**src/rtl/core_params.sv**
```systemverilog
// Shared constants for the transmit/receive sample paths: default widths, carrier shape,
// modulator FSM states and the modulator pipeline latency.
package core_params;

   localparam int DEF_DATA_WIDTH      = 8;
   localparam int DEF_WAVELENGTH      = 16;
   localparam int DEF_AMPLITUDE       = 127;
   localparam int DEF_SINE_RESOLUTION = 64;
   localparam int MOD_LATENCY         = 2;

   typedef enum logic [1:0] {
      IDLE     = 2'd0,
      PREAMBLE = 2'd1,
      SYMBOL   = 2'd2
   } mod_state_t;

   // sin(i * pi/32) for i = 0..16 in Q20: one quarter wave of a 64-point period
   function automatic int quarter_sine_q20(input int idx);
      case (idx)
         0:       return 0;
         1:       return 102779;
         2:       return 204567;
         3:       return 304385;
         4:       return 401273;
         5:       return 494295;
         6:       return 582558;
         7:       return 665210;
         8:       return 741455;
         9:       return 810560;
         10:      return 871859;
         11:      return 924762;
         12:      return 968758;
         13:      return 1003425;
         14:      return 1028428;
         15:      return 1043527;
         default: return 1048576;
      endcase
   endfunction

endpackage

```
**src/rtl/modulator_bit_fifo.sv**
```systemverilog
// 1-bit synchronous FIFO, FIFO_DEPTH entries (power of 2), active-low synchronous reset.
// A push while full is dropped even if a pop happens on the same edge.
module modulator_bit_fifo #(
   parameter int  FIFO_DEPTH = 8,
   localparam int AW         = $clog2(FIFO_DEPTH)
) (
   input  logic clk,
   input  logic reset,
   input  logic push,
   input  logic din,
   input  logic pop,
   output logic dout,
   output logic full,
   output logic empty
);
   logic          mem [FIFO_DEPTH];
   logic [AW-1:0] wr_ptr;
   logic [AW-1:0] rd_ptr;
   logic [AW:0]   count;
   logic          do_push;
   logic          do_pop;

   assign full    = (count == (AW+1)'(FIFO_DEPTH));
   assign empty   = (count == '0);
   assign do_push = push && !full;
   assign do_pop  = pop && !empty;
   assign dout    = mem[rd_ptr];

   always_ff @(posedge clk) begin
      if (do_push) mem[wr_ptr] <= din;
   end

   always_ff @(posedge clk) begin
      if (!reset) begin
         wr_ptr <= '0;
         rd_ptr <= '0;
         count  <= '0;
      end else begin
         if (do_push) wr_ptr <= wr_ptr + 1'b1;
         if (do_pop)  rd_ptr <= rd_ptr + 1'b1;
         case ({do_push, do_pop})
            2'b10:   count <= count + 1'b1;
            2'b01:   count <= count - 1'b1;
            default: count <= count;
         endcase
      end
   end

endmodule

```
**src/rtl/wave_table_sine.sv**
```systemverilog
// Unsigned sine carrier ROM, one period of WAVELENGTH samples centred on AMPLITUDE,
// with a registered read (one cycle from phase_index to sample).
module wave_table_sine #(
   parameter int DATA_WIDTH      = core_params::DEF_DATA_WIDTH,
   parameter int WAVELENGTH      = core_params::DEF_WAVELENGTH,
   parameter int AMPLITUDE       = core_params::DEF_AMPLITUDE,
   parameter int SINE_RESOLUTION = core_params::DEF_SINE_RESOLUTION,
   localparam int IW             = $clog2(WAVELENGTH)
) (
   input  logic                  clk,
   input  logic [IW-1:0]         phase_index,
   output logic [DATA_WIDTH-1:0] sample
);
   import core_params::*;

   localparam int     QUARTER    = SINE_RESOLUTION / 4;
   localparam longint SAMPLE_MAX = (longint'(1) << DATA_WIDTH) - 1;

   // Peak of 2*AMPLITUDE may exceed the sample width; it saturates to full scale.
   function automatic logic [DATA_WIDTH-1:0] sine_sample(input int p);
      int     k, quad, r, qi;
      longint mag, val;
      k    = p * (SINE_RESOLUTION / WAVELENGTH);
      quad = k / QUARTER;
      r    = k % QUARTER;
      qi   = ((quad % 2) == 1) ? (QUARTER - r) : r;
      qi   = qi * 16 / QUARTER;
      mag  = (longint'(AMPLITUDE) * longint'(quarter_sine_q20(qi)) + 64'sd524288) >>> 20;
      val  = (quad >= 2) ? longint'(AMPLITUDE) - mag : longint'(AMPLITUDE) + mag;
      if (val > SAMPLE_MAX) val = SAMPLE_MAX;
      return DATA_WIDTH'(val);
   endfunction

   logic [DATA_WIDTH-1:0] rom [WAVELENGTH];

   generate
      for (genvar gi = 0; gi < WAVELENGTH; gi++) begin : g_rom
         assign rom[gi] = sine_sample(gi);
      end
   endgenerate

   always_ff @(posedge clk) begin
      sample <= rom[phase_index];
   end

endmodule

```
**src/rtl/signal_modulator.sv**
```systemverilog
// BPSK transmit modulator: one carrier period per queued bit, inverted for 0, midscale when idle.
// Define MOD_PREAMBLE_EN to prefix each burst with PREAMBLE_LEN alternating 1,0,... symbols.
module signal_modulator #(
   parameter int DATA_WIDTH   = core_params::DEF_DATA_WIDTH,
   parameter int WAVELENGTH   = core_params::DEF_WAVELENGTH,
   parameter int AMPLITUDE    = core_params::DEF_AMPLITUDE,
   parameter int FIFO_DEPTH   = 8,
   parameter int PREAMBLE_LEN = 8
) (
   input  logic                  clk,
   input  logic                  reset,
   input  logic                  bit_in,
   input  logic                  bit_valid,
   output logic                  bit_ready,
   output logic [DATA_WIDTH-1:0] signal,
   output logic                  symbol_start,
   output logic                  busy
);
   import core_params::*;

   localparam int                    PW         = $clog2(WAVELENGTH);
   localparam int                    CW         = (PREAMBLE_LEN > 1) ? $clog2(PREAMBLE_LEN) : 1;
   localparam logic [PW-1:0]         LAST_PHASE = PW'(WAVELENGTH - 1);
   localparam logic [CW-1:0]         LAST_PRE   = CW'(PREAMBLE_LEN - 1);
   localparam logic [DATA_WIDTH:0]   PEAK       = (DATA_WIDTH+1)'(2 * AMPLITUDE);
   localparam logic [DATA_WIDTH-1:0] MIDSCALE   = DATA_WIDTH'(AMPLITUDE);

   mod_state_t            state;
   logic [PW-1:0]         phase;
   logic [CW-1:0]         pre_cnt;
   logic                  cur_bit;
   logic                  first;
   logic                  last_phase;
   logic                  active;
   logic                  pop;
   logic                  fifo_dout;
   logic                  fifo_full;
   logic                  fifo_empty;
   logic [MOD_LATENCY-1:0] valid_pipe;
   logic                  bit_d1;
   logic                  first_d1;
   logic [DATA_WIDTH-1:0] table_sample;
   logic [DATA_WIDTH:0]   inverted;

   modulator_bit_fifo #(.FIFO_DEPTH(FIFO_DEPTH)) u_fifo (
      .clk   (clk),
      .reset (reset),
      .push  (bit_valid),
      .din   (bit_in),
      .pop   (pop),
      .dout  (fifo_dout),
      .full  (fifo_full),
      .empty (fifo_empty)
   );

   wave_table_sine #(
      .DATA_WIDTH (DATA_WIDTH),
      .WAVELENGTH (WAVELENGTH),
      .AMPLITUDE  (AMPLITUDE)
   ) u_table (
      .clk         (clk),
      .phase_index (phase),
      .sample      (table_sample)
   );

   assign bit_ready  = !fifo_full;
   assign last_phase = (phase == LAST_PHASE);
   assign active     = (state != IDLE);
   assign busy       = !fifo_empty || active || (|valid_pipe);

   always_comb begin
      pop = 1'b0;
      case (state)
`ifdef MOD_PREAMBLE_EN
         IDLE:     pop = 1'b0;
`else
         IDLE:     pop = !fifo_empty;
`endif
         PREAMBLE: pop = last_phase && (pre_cnt == LAST_PRE);
         SYMBOL:   pop = last_phase && !fifo_empty;
         default:  pop = 1'b0;
      endcase
   end

   // first marks phase 0 of every symbol; it travels with the phase into the pipeline
   always_ff @(posedge clk) begin
      if (!reset) begin
         state   <= IDLE;
         phase   <= '0;
         pre_cnt <= '0;
         cur_bit <= 1'b0;
         first   <= 1'b0;
      end else begin
         case (state)
            IDLE: begin
               phase   <= '0;
               pre_cnt <= '0;
               first   <= !fifo_empty;
               if (!fifo_empty) begin
`ifdef MOD_PREAMBLE_EN
                  state   <= PREAMBLE;
                  cur_bit <= 1'b1;
`else
                  state   <= SYMBOL;
                  cur_bit <= fifo_dout;
`endif
               end
            end
            PREAMBLE: begin
               phase <= phase + 1'b1;
               first <= last_phase;
               if (last_phase) begin
                  if (pre_cnt == LAST_PRE) begin
                     state   <= SYMBOL;
                     cur_bit <= fifo_dout;
                     pre_cnt <= '0;
                  end else begin
                     pre_cnt <= pre_cnt + 1'b1;
                     cur_bit <= !cur_bit;
                  end
               end
            end
            SYMBOL: begin
               phase <= phase + 1'b1;
               first <= last_phase && !fifo_empty;
               if (last_phase) begin
                  if (!fifo_empty) cur_bit <= fifo_dout;
                  else             state   <= IDLE;
               end
            end
            default: state <= IDLE;
         endcase
      end
   end

   // Bit-0 samples mirror around the offset; the sum can exceed full scale and saturates.
   assign inverted = PEAK - {1'b0, table_sample};

   always_ff @(posedge clk) begin
      if (!reset) begin
         valid_pipe   <= '0;
         bit_d1       <= 1'b0;
         first_d1     <= 1'b0;
         signal       <= MIDSCALE;
         symbol_start <= 1'b0;
      end else begin
         valid_pipe <= {valid_pipe[MOD_LATENCY-2:0], active};
         bit_d1     <= cur_bit;
         first_d1   <= first;
         if (valid_pipe[0]) begin
            symbol_start <= first_d1;
            if (bit_d1)
               signal <= table_sample;
            else
               signal <= inverted[DATA_WIDTH] ? '1 : inverted[DATA_WIDTH-1:0];
         end else begin
            symbol_start <= 1'b0;
            signal       <= MIDSCALE;
         end
      end
   end

endmodule

```
**config.mk**
```make
export PLATFORM = sky130hd
export DESIGN_NAME = signal_modulator
export DESIGN_NICKNAME = d
export VERILOG_FILES = /design/src/rtl/core_params.sv /design/src/rtl/modulator_bit_fifo.sv /design/src/rtl/wave_table_sine.sv /design/src/rtl/signal_modulator.sv
export SDC_FILE = /design/constraint.sdc
export NUM_CORES = 1
export LEC_CHECK = 0
export ABC_CLOCK_PERIOD_IN_PS = 2300
export CORE_MARGIN = 5
export CORE_UTILIZATION = 25
export CTS_CLUSTER_SIZE = 30
export DETAILED_ROUTE_END_ITERATION = 8
export GPL_TIMING_DRIVEN = 0
export PLACE_DENSITY_LB_ADDON = 0.12
export REMOVE_ABC_BUFFERS = 1
export SYNTH_ARGS = -nofsm -noshare
export SYNTH_HDL_FRONTEND = slang
export SYNTH_SLANG_ARGS = --single-unit
```
**constraint.sdc**
```tcl
create_clock -name clk -period 2.3 [get_ports clk]
set_input_delay 0.46 -clock clk [delete_from_list [all_inputs] [get_ports clk]]
set_output_delay 0.46 -clock clk [all_outputs]
set_load 0.005 [all_outputs]
```
==> results_dict.tcl, run 1 <==
set metrics [dict create \
    status "completed" \
    numPortBuffers 14 \
    multi_input_area_um2 1020 \
    p_leak_nw 0.944 \
    hold_viol_final 0 \
    clk-insertion-delay-late_ns 0.30 \
    clock_skew_ns 0.00726 \
    maxSlewHeadroom_pct 69.6 \
    tightestPinTransition_ns 0.453 \
    fillerInstances 856 \
    grt-ovfl-total 0 \
    worstReg2RegEnd "u_fifo.count[2]" \
    timing.fmax_mhz 448 \
    p_comb_share_pct 38.8 \
    cp_slowest_cell "or4b_4" \
    irDropWorstVdd_mv 0.270 \
    yosys_warnings 0 \
    seq_area_um2 1080 \
    nets 243 \
    synth_edf_count 8 \
    core-area_um2 8220 \
    syn_area_um2 2100 \
    crit_path_start_kind "register" \
    setup_slack_ns 0.0662 \
    wl_per_cell_um 11.1 \
    syn_avg_cell_area_um2 10.2 \
    track_usage_pct 7.71 \
    antenna_found_initial 0 \
    fin_util_pct 31.0 \
    ys_top_cells_by_area "dfxtp_1 (39%), edfxtp_1 (11%), ha_1 (7.8%), nor2_1 (4.3%), xnor2_1 (3.8%)" \
    critical_path.endpoint_type "register" \
    diodes 0 \
    core.rowCount 33 \
    syn_inst 206 \
    r2r-start "u_fifo.count[0]" \
    worst-setup-path-type "reg -> reg" \
    path_common_cell "xor2_1" \
    cpPeakStageDelay_ns 0.59 \
    cts_made_buffers 5 \
    fin_crit_ns 2.23 \
    p_int_mw 1.84 \
    cp_num_buf_inv 0 \
    numClockSinks 49 \
    drt-initial-drc-count 50 \
    cts_buffer_depth 2 \
    reg2reg_depth 9 \
    grt_max_degree 18 \
    area_growth_pct 21.2 \
    grt_pass1_vias 1332 \
    vias 1411 \
    pwr_density_cell_nw_per_um2 1100 \
    crit_fanout 5 \
    die_x_um 102 \
    worstHoldPathType "reg -> reg" \
    ys.flop_type "dfxtp_1" \
    pre_cts_ws_ns -0.410 \
    post-route-period-util_pct 97.1 \
    p_sw_share_pct 34.3 \
    drive_gt1_share_pct 16.3 \
    async_reset_ff_share_pct 0 \
    cap_violations 0 \
    die-area_um2 10300 \
    cp_cell_sequence "or4b_4 > nand2_8 > ha_4 > xor2_1 > ha_2 > a21oi_2 > xor2_1 > or3_1 > a21oi_1" \
    dpl.hpwl_mm 2.61 \
    min_from "first" \
    grt_pass1_wl_mm 6.29 \
    net-switching-power_uw 959 \
    arrival_ns 2.46 \
    r2r_slack_ns 0.07 \
    synth_cell_types 39 \
    drt_wl_total_mm 3.68 \
    yosys.area.top_type "dfxtp_1" \
    p_seq_share_pct 43.4 \
    synth-seq-area-share_pct 50.6 \
    timing.hold.ws_ns 0.443 \
    die_h_um 102 \
    ys_seq_elements 49 \
    drv_slew 0 \
    min_path_cells 1 \
    gp_congestion 0.715 \
    top_level_ports 15 \
    min_to "first_d1" \
    antenna_left 0 \
    yosysTopAreaCellShare_pct 39.1 \
    clockRootBuffer "clkbuf_8" \
    drt_first_pass_iters 3 \
    via_per_inst 4.25 \
    worstPathRequired_ns 2.52 \
    rsz0062_at_grt "true" \
    htree_levels 2 \
    cts_tree "done" \
    drc 0 \
    clock_power_share_pct 17.8 \
    critical-path-top-delay-family "simple AND/OR/NAND/NOR gates" \
    finalSetupViolCount 0 \
    initial_core_util_pct 25.5 \
    clk_pin_slew_worst_paths_ns 0.09 \
]
[flip-flops by register name, indices dropped and copies added, names as in the netlist, named ones only]
| signal | cells |
|---|---|
| u_fifo.rd_ptr | 3 |
| first_d1 | 1 |
| cur_bit | 1 |
| u_table.sample | 8 |
| u_fifo.mem | 8 |
| state | 1 |
| symbol_start | 1 |
| first | 1 |
| phase | 4 |
| signal | 8 |
| u_fifo.count | 4 |
| u_fifo.wr_ptr | 3 |
| bit_d1 | 1 |
| valid_pipe | 2 |
[synth_stat cells, drive strengths merged, types with 3 or more instances]
cell type	count
a21oi	13
a31oi	4
and2	4
and3	4
buf	5
clkbuf	3
dfxtp	41
edfxtp	8
ha	13
inv	8
mux2i	5
nand2	16
nand2b	3
nand3	6
nor2	24
nor3	4
o21ai	10
xnor2	9
xor2	6
[cells in the final DEF (no fill, tap or decap), drive strengths merged]
| cell | count |
|---|---|
| nand2b | 3 |
| nor4bb | 1 |
| nor4 | 2 |
| or4b | 1 |
| clkinvlp | 2 |
| nor2 | 24 |
| nand3 | 6 |
| nor3 | 4 |
| a211oi | 2 |
| dfxtp | 41 |
| nand2 | 16 |
| clkdlybuf4s50 | 14 |
| mux2 | 2 |
| edfxtp | 8 |
| buf | 7 |
| mux4 | 2 |
| and3 | 4 |
| o21ai | 10 |
| a21oi | 13 |
| nor4b | 1 |
| inv | 8 |
| nand4 | 1 |
| o32a | 1 |
| nor2b | 2 |
| a211o | 1 |
| ha | 13 |
| xnor2 | 9 |
| o211ai | 1 |
| and2 | 4 |
| clkinv | 1 |
| a31oi | 4 |
| or3 | 1 |
| clkbuf | 6 |
| xor2 | 6 |
| mux2i | 5 |
| and4 | 1 |
[cell families after synthesis]
group / after synthesis / synth area share [%]
adders and majority gates: 13 / 7.75
buffers and inverters: 17 / 3.82
xor gates and xnor gates: 15 / 6.26
muxes: 9 / 5.61
DFF: 49 / 50.6
and+or+nand+nor: 71 / 17.2
AOI/OAI and AO/OA: 32 / 8.83
[timing repair]
item | in CTS | in global routing
endpoints found under the hold margin | 0 | 0
hold buffers | 0 | 0
resized for setup | 15 | 9
buffers inserted | 2 | 5
pin swaps | 2 | 7
setup endpoints to repair | 4 | 3
[layer usage]
layer  track usage (%)  routed length [um]  part of all wire (%)  vias up
li1                  -                   -                     -      742
met4              4.29                  78                   2.1        0
met3              2.07                 129                   3.5        4
met1              10.1                1890                    51      650
met2              11.4                1580                    43       15
met5                 0                   0                     0        -
[power groups by stage]
stage,registers [mW],logic [mW],clock network (mW)
floorplan,1.17,0.701,0
finish,1.21,1.09,0.498
global route,1.24,1.22,0.561
global placement,1.21,0.926,0
CTS,1.22,1.03,0.527
detailed placement,1.21,0.925,0
[metrics by stage]
step | TNS, ns | cell area [um2] | total power, mW | std cells
6_report | 0 | 2540 | 2.80 | 332
3_3_place_gp | -0.696 | 2320 | 2.14 | 317
5_1_grt | -0.0293 | 2540 | 3.02 | 332
3_5_place_dp | -0.780 | 2320 | 2.14 | 317
4_1_cts | 0 | 2480 | 2.78 | 327
2_1_floorplan | -0.0411 | 2050 | 1.87 | 198
[worst max path at each step]
stage / slack, ns / cells after the start / to / from
2_1_floorplan: -0.04 / 10 / u_fifo.count[2] / phase[0]
3_3_place_gp: -0.39 / 10 / u_fifo.count[2] / phase[0]
3_5_place_dp: -0.41 / 9 / u_fifo.count[2] / phase[3]
4_1_cts: 0.002 / 9 / u_fifo.count[2] / u_fifo.count[1]
5_1_grt: -0.03 / 9 / u_fifo.count[2] / u_fifo.count[0]
6_report: 0.07 / 9 / u_fifo.count[2] / u_fifo.count[0]
[area by class of cell]
| class | instances | area share (%) |
|---|---|---|
| Clock inverter | 2 | 0.590 |
| Multi-Input combinational cell | 140 | 40.0 |
| Tap cell | 105 | 5.16 |
| Timing Repair Buffer | 21 | 7.58 |
| Inverter | 9 | 1.33 |
| Clock buffer | 6 | 2.85 |
| Sequential cell | 49 | 42.5 |
Power figures use the tool's default switching activity.
==> run 2: changes to the inputs <==
Settings changed: CORE_UTILIZATION 25 to 40.
==> run 2 against run 1 <==
  * Flip-flop and latch count is the same
  * Final area grew 0.98%
  * Non-clock buffer count increased by 4
  * Critical endpoint unchanged
  * Setup slack got worse by 0.052 ns
  * Clock-buffer cell count decreased by 1
  * Critical path depth unchanged
  * Routed wire length fell by 4.1%
  * Total power up 5.7%
  * Largest cell class unchanged
  * Critical path type unchanged
  * First-iteration DRC count increased by 18%
  * Core utilization rose by 19 points
  * Combinational power grew 5%
==> results_dict.tcl, run 2 (synthesized netlist as in run 1, its figures left out) <==
set metrics [dict create \
    status "completed" \
    die_h_um 82.4 \
    htree_levels 2 \
    tightestPinTransition_ns 0.376 \
    track_usage_pct 11.9 \
    critical_path.startpoint "u_fifo.count[0]" \
    min_from "first" \
    irDropWorstVdd_mv 0.596 \
    area_growth_pct 22.4 \
    maxSlewHeadroom_pct 74.9 \
    top_level_ports 15 \
    crit_path_start_kind "register" \
    hold_viol_final 0 \
    worst-setup-path-type "reg -> reg" \
    grt-ovfl-total 0 \
    dpl.hpwl_mm 2.53 \
    pwr_density_cell_nw_per_um2 1150 \
    grt_max_degree 18 \
    grt_pass1_vias 1328 \
    post-route-period-util_pct 99.4 \
    setup_slack_ns 0.0142 \
    die_x_um 82.4 \
    gp_congestion 0.776 \
    reg2reg_depth 9 \
    seq_area_um2 1080 \
    numPortBuffers 14 \
    cts_tree "done" \
    fin_util_pct 50.3 \
    cap_violations 0 \
    multi_input_area_um2 1030 \
    clock_skew_ns 0.00716 \
    rsz0062_at_grt "true" \
    nets 247 \
    drt_first_pass_iters 4 \
    vias 1467 \
    cts_made_buffers 5 \
    pre_cts_ws_ns -0.429 \
    antenna_left 0 \
    core-area_um2 5110 \
    via_per_inst 4.87 \
    drive_gt1_share_pct 18.6 \
    die-area_um2 6790 \
    drc 0 \
    cpPeakStageDelay_ns 0.59 \
    fin_crit_ns 2.29 \
    clk-insertion-delay-late_ns 0.30 \
    cts_buffer_depth 2 \
    diodes 0 \
    cp_slowest_cell "or4b_4" \
    grt_pass1_wl_mm 6.15 \
    r2r-start "u_fifo.count[0]" \
    wl_per_cell_um 11.7 \
    timing.fmax_mhz 437 \
    clockRootBuffer "clkbuf_8" \
    clk_pin_slew_worst_paths_ns 0.09 \
    cp_cell_sequence "or4b_4 > nand2_8 > ha_4 > xor2_2 > ha_1 > a21oi_1 > xor2_1 > or3_1 > a21oi_2" \
    min_to "first_d1" \
    antenna_found_initial 0 \
    mostFrequentLayoutCell "dfxtp_1" \
    drv_slew 0 \
    critical_path.endpoint_type "register" \
    final_cells 301 \
    layout_common_cells "dfxtp_1 (33), nor2_1 (24), nand2_1 (15)" \
    worstPathRequired_ns 2.52 \
    initial_core_util_pct 41.1 \
    r2r_slack_ns 0.01 \
    finalPower_mw 2.96 \
    post-place-cells 282 \
    largestRegisters "signal (8), u_fifo.mem (8), u_table.sample (8)" \
    crit_fanout 5 \
    core.rowCount 26 \
    min_path_cells 1 \
    final.setup.tns_ns 0 \
    worstReg2RegEnd "u_fifo.count[2]" \
    drt_wl_total_mm 3.53 \
    arrival_ns 2.51 \
    fillerInstances 476 \
    worstHoldPathType "reg -> reg" \
    finalSetupViolCount 0 \
    numClockSinks 49 \
    drt-initial-drc-count 59 \
    p_leak_nw 0.988 \
]
## run 2: per-stage QoR
step	instance area, um2	hold WS, ns
final	2570	0.445
after global routing	2570	0.462
after detailed placement	2280	0.419
after floorplan	2050	0.412
after CTS	2470	0.451
after global placement	2280	0.421
## run 2: worst max-delay path by stage
| stage | end | slack (ns) | cells past startpoint |
|---|---|---|---|
| final | u_fifo.count[2] | 0.01 | 9 |
| after global routing | u_fifo.count[3] | -0.08 | 9 |
| after CTS | u_fifo.count[2] | -0.04 | 9 |
| after detailed placement | u_fifo.count[2] | -0.43 | 9 |
| after global placement | u_fifo.count[2] | -0.27 | 10 |
| after floorplan | u_fifo.count[2] | -0.04 | 10 |
## run 2: power breakdown
group          total (mW)  internal (mW)  switching, mW
sequential           1.22           1.05          0.166
combinational        1.14          0.605          0.531
clock               0.606          0.326          0.280
total                2.96           1.98          0.977
## run 2: cell type report
class | count | area share [%]
Inverter | 9 | 1.32
Clock inverter | 3 | 1.70
Multi-Input combinational cell | 140 | 40.0
Tap cell | 70 | 3.41
Clock buffer | 5 | 2.68
Sequential cell | 49 | 42.1
Timing Repair Buffer | 25 | 8.77
## run 2: repair_timing
item / 4_1_cts / 5_1_grt
gates resized for setup: 17 / 9
setup buffers: 2 / 9
setup endpoints to repair: 4 / 3
pin swaps: 3 / 6
gates cloned: 0 / 0
hold buffers: 0 / 0
## run 2: critical path, delay by kind of cell, from the launching register on
kind	cells	cell delay, ns
xor gates and xnor gates	2	0.29
DFF	1	0.37
AOI/OAI and AO/OA	2	0.16
and+or+nand+nor	3	1.05
adders and majority gates	2	0.33
## run 2: layer usage
layer  share of wire (%)  GRT usage (%)
met5                   0              0
met4                 1.3           3.99
met3                 3.4           4.23
met2                  46           17.3
met1                  49           16.2
==> run 3: changes to the inputs <==
Settings changed: ABC_CLOCK_PERIOD_IN_PS 2300 to 3000, CAP_MARGIN set to 10, SLEW_MARGIN set to 0.
Clock period 2.3 ns to 3 ns, I/O delays scaled along.
==> run 3 against run 2 <==
  * Global-route usage fell by 0.45 points
  * Critical path depth did not move
  * Final area fell by 6.9%
  * Largest cell class unchanged
  * Core utilization fell by 3.5 points
  * Setup slack improved by 0.25 ns
  * Clock-buffer cell count did not move
  * Flip-flop and latch count did not move
  * Critical endpoint unchanged
==> results_dict.tcl, run 3 (synthesized netlist as in run 1, its figures left out) <==
set metrics [dict create \
    layout_common_cells "dfxtp_1 (41), nor2_1 (24), nand2_1 (15)" \
    critical_path.endpoint_type "register" \
    p_seq_share_pct 43.8 \
    drc 0 \
    track_usage_pct 11.4 \
    numClockSinks 49 \
    largestRegisters "signal (8), u_fifo.mem (8), u_table.sample (8)" \
    nets 236 \
    cts_tree "done" \
    dpl.hpwl_mm 2.53 \
    drive_gt1_share_pct 7.27 \
    numPortBuffers 14 \
    drv_slew 0 \
    final.setup.tns_ns 0 \
    worst-setup-path-type "reg -> reg" \
    antenna_found_initial 0 \
    finalPower_mw 2.08 \
    vias 1431 \
    initial_core_util_pct 41.1 \
    diodes 0 \
    gp_congestion 0.776 \
    cts_buffer_depth 2 \
    clock_power_share_pct 22.2 \
    die-area_um2 6790 \
    htree_levels 2 \
    cts_resized 0 \
    p_sw_share_pct 32.9 \
    place_area_um2 2280 \
    arrival_ns 2.96 \
    drt_first_pass_iters 4 \
    drt-initial-drc-count 67 \
    core.rowCount 26 \
    p_leak_nw 0.925 \
    top_level_ports 15 \
    clock_skew_ns 0.00761 \
    post-route-period-util_pct 91.3 \
    hold_viol_final 0 \
    drt_wl_total_mm 3.36 \
    mostFrequentLayoutCell "dfxtp_1" \
    tightestPinTransition_ns 0.586 \
    maxSlewHeadroom_pct 60.6 \
    postCtsHoldBufs 0 \
    clk-insertion-delay-late_ns 0.30 \
    post-cts-setup-buffers 0 \
    cap_violations 0 \
    cts_made_buffers 5 \
    crit_path_start_kind "register" \
    grt_pass1_wl_mm 5.91 \
    grt_pass1_vias 1322 \
    antenna_left 0 \
    p_comb_share_pct 34.0 \
    crit_fanout 17 \
    fin_area_um2 2390 \
    wl_per_cell_um 11.6 \
    worstHoldPathType "reg -> reg" \
    die_x_um 82.4 \
    worstPathRequired_ns 3.22 \
    fin_crit_ns 2.74 \
    clockRootBuffer "clkbuf_8" \
    r2r_slack_ns 0.26 \
    net-switching-power_uw 683 \
    via_per_inst 4.93 \
    area_growth_pct 14.0 \
    core-area_um2 5110 \
    die_h_um 82.4 \
    clk_pin_slew_worst_paths_ns 0.09 \
    grt-ovfl-total 0 \
    status "completed" \
    p_int_mw 1.39 \
    finalSetupViolCount 0 \
    rsz0062_at_grt "false" \
    irDropWorstVdd_mv 0.498 \
    fillerInstances 484 \
    pwr_density_cell_nw_per_um2 869 \
    grt_max_degree 18 \
    timing.fmax_mhz 365 \
]
## run 3: changes by cell type in the layout (fill, tap and decap cells not counted), sizes merged
cell	before	now
dlymetal6s2s	1	0
clkdlybuf4s50	13	14
buf	11	0
## run 3: power groups by stage
stage	clock network, mW	logic (mW)	registers [mW]
6_report	0.461	0.706	0.911
3_5_place_dp	0	0.709	0.926
4_1_cts	0.475	0.715	0.912
5_1_grt	0.505	0.799	0.935
2_1_floorplan	0	0.538	0.899
3_3_place_gp	0	0.678	0.919
## run 3: per-stage QoR
| step | setup slack (ns) | util, % | cells | hold slack, ns |
|---|---|---|---|---|
| finish | 0.261 | 46.8 | 290 | 0.444 |
| global route | 0.00532 | 46.8 | 290 | 0.462 |
| CTS | 0.260 | 46.8 | 290 | 0.451 |
| detailed placement | 0.271 | 44.6 | 282 | 0.419 |
| global placement | 0.385 | 44.6 | 282 | 0.421 |
| floorplan | 0.659 | - | 198 | 0.412 |
## run 3: final cells by class
class / instances / area [um2] / area share, %
sequential: 49 / 1060 / 44.4
clock buffer: 5 / 68.8 / 2.88
timing repair buffer: 14 / 140 / 5.86
clock inverter: 3 / 43.8 / 1.83
inverter: 9 / 33.8 / 1.41
tap: 70 / 87.6 / 3.66
multi-input combinational: 140 / 957 / 40.0
## run 3: worst max-delay path, cell delays in order, from the launching register on
cell,delay (ns)
dfxtp_1,0.69
nand3_1,0.22
a21oi_2,0.40
ha_1,0.34
xor2_1,0.19
ha_1,0.17
a21oi_1,0.05
xor2_1,0.16
or3_1,0.31
a21oi_1,0.15
## run 3: final timing paths
path | startpoint | to | cells after the start
hold reg to reg | first | first_d1 | 1
setup reg to reg | phase[3] | u_fifo.count[2] | 9
hold / removal | first | first_d1 | 1
setup / recovery | phase[3] | u_fifo.count[2] | 9
## run 3: metal layers
layer,up-vias,global-route usage [%],share of wire (%)
met2,20,17.0,45
met5,-,0,0
li1,735,-,-
met4,0,3.99,1.4
met1,671,15.1,50
met3,5,4.23,4.0
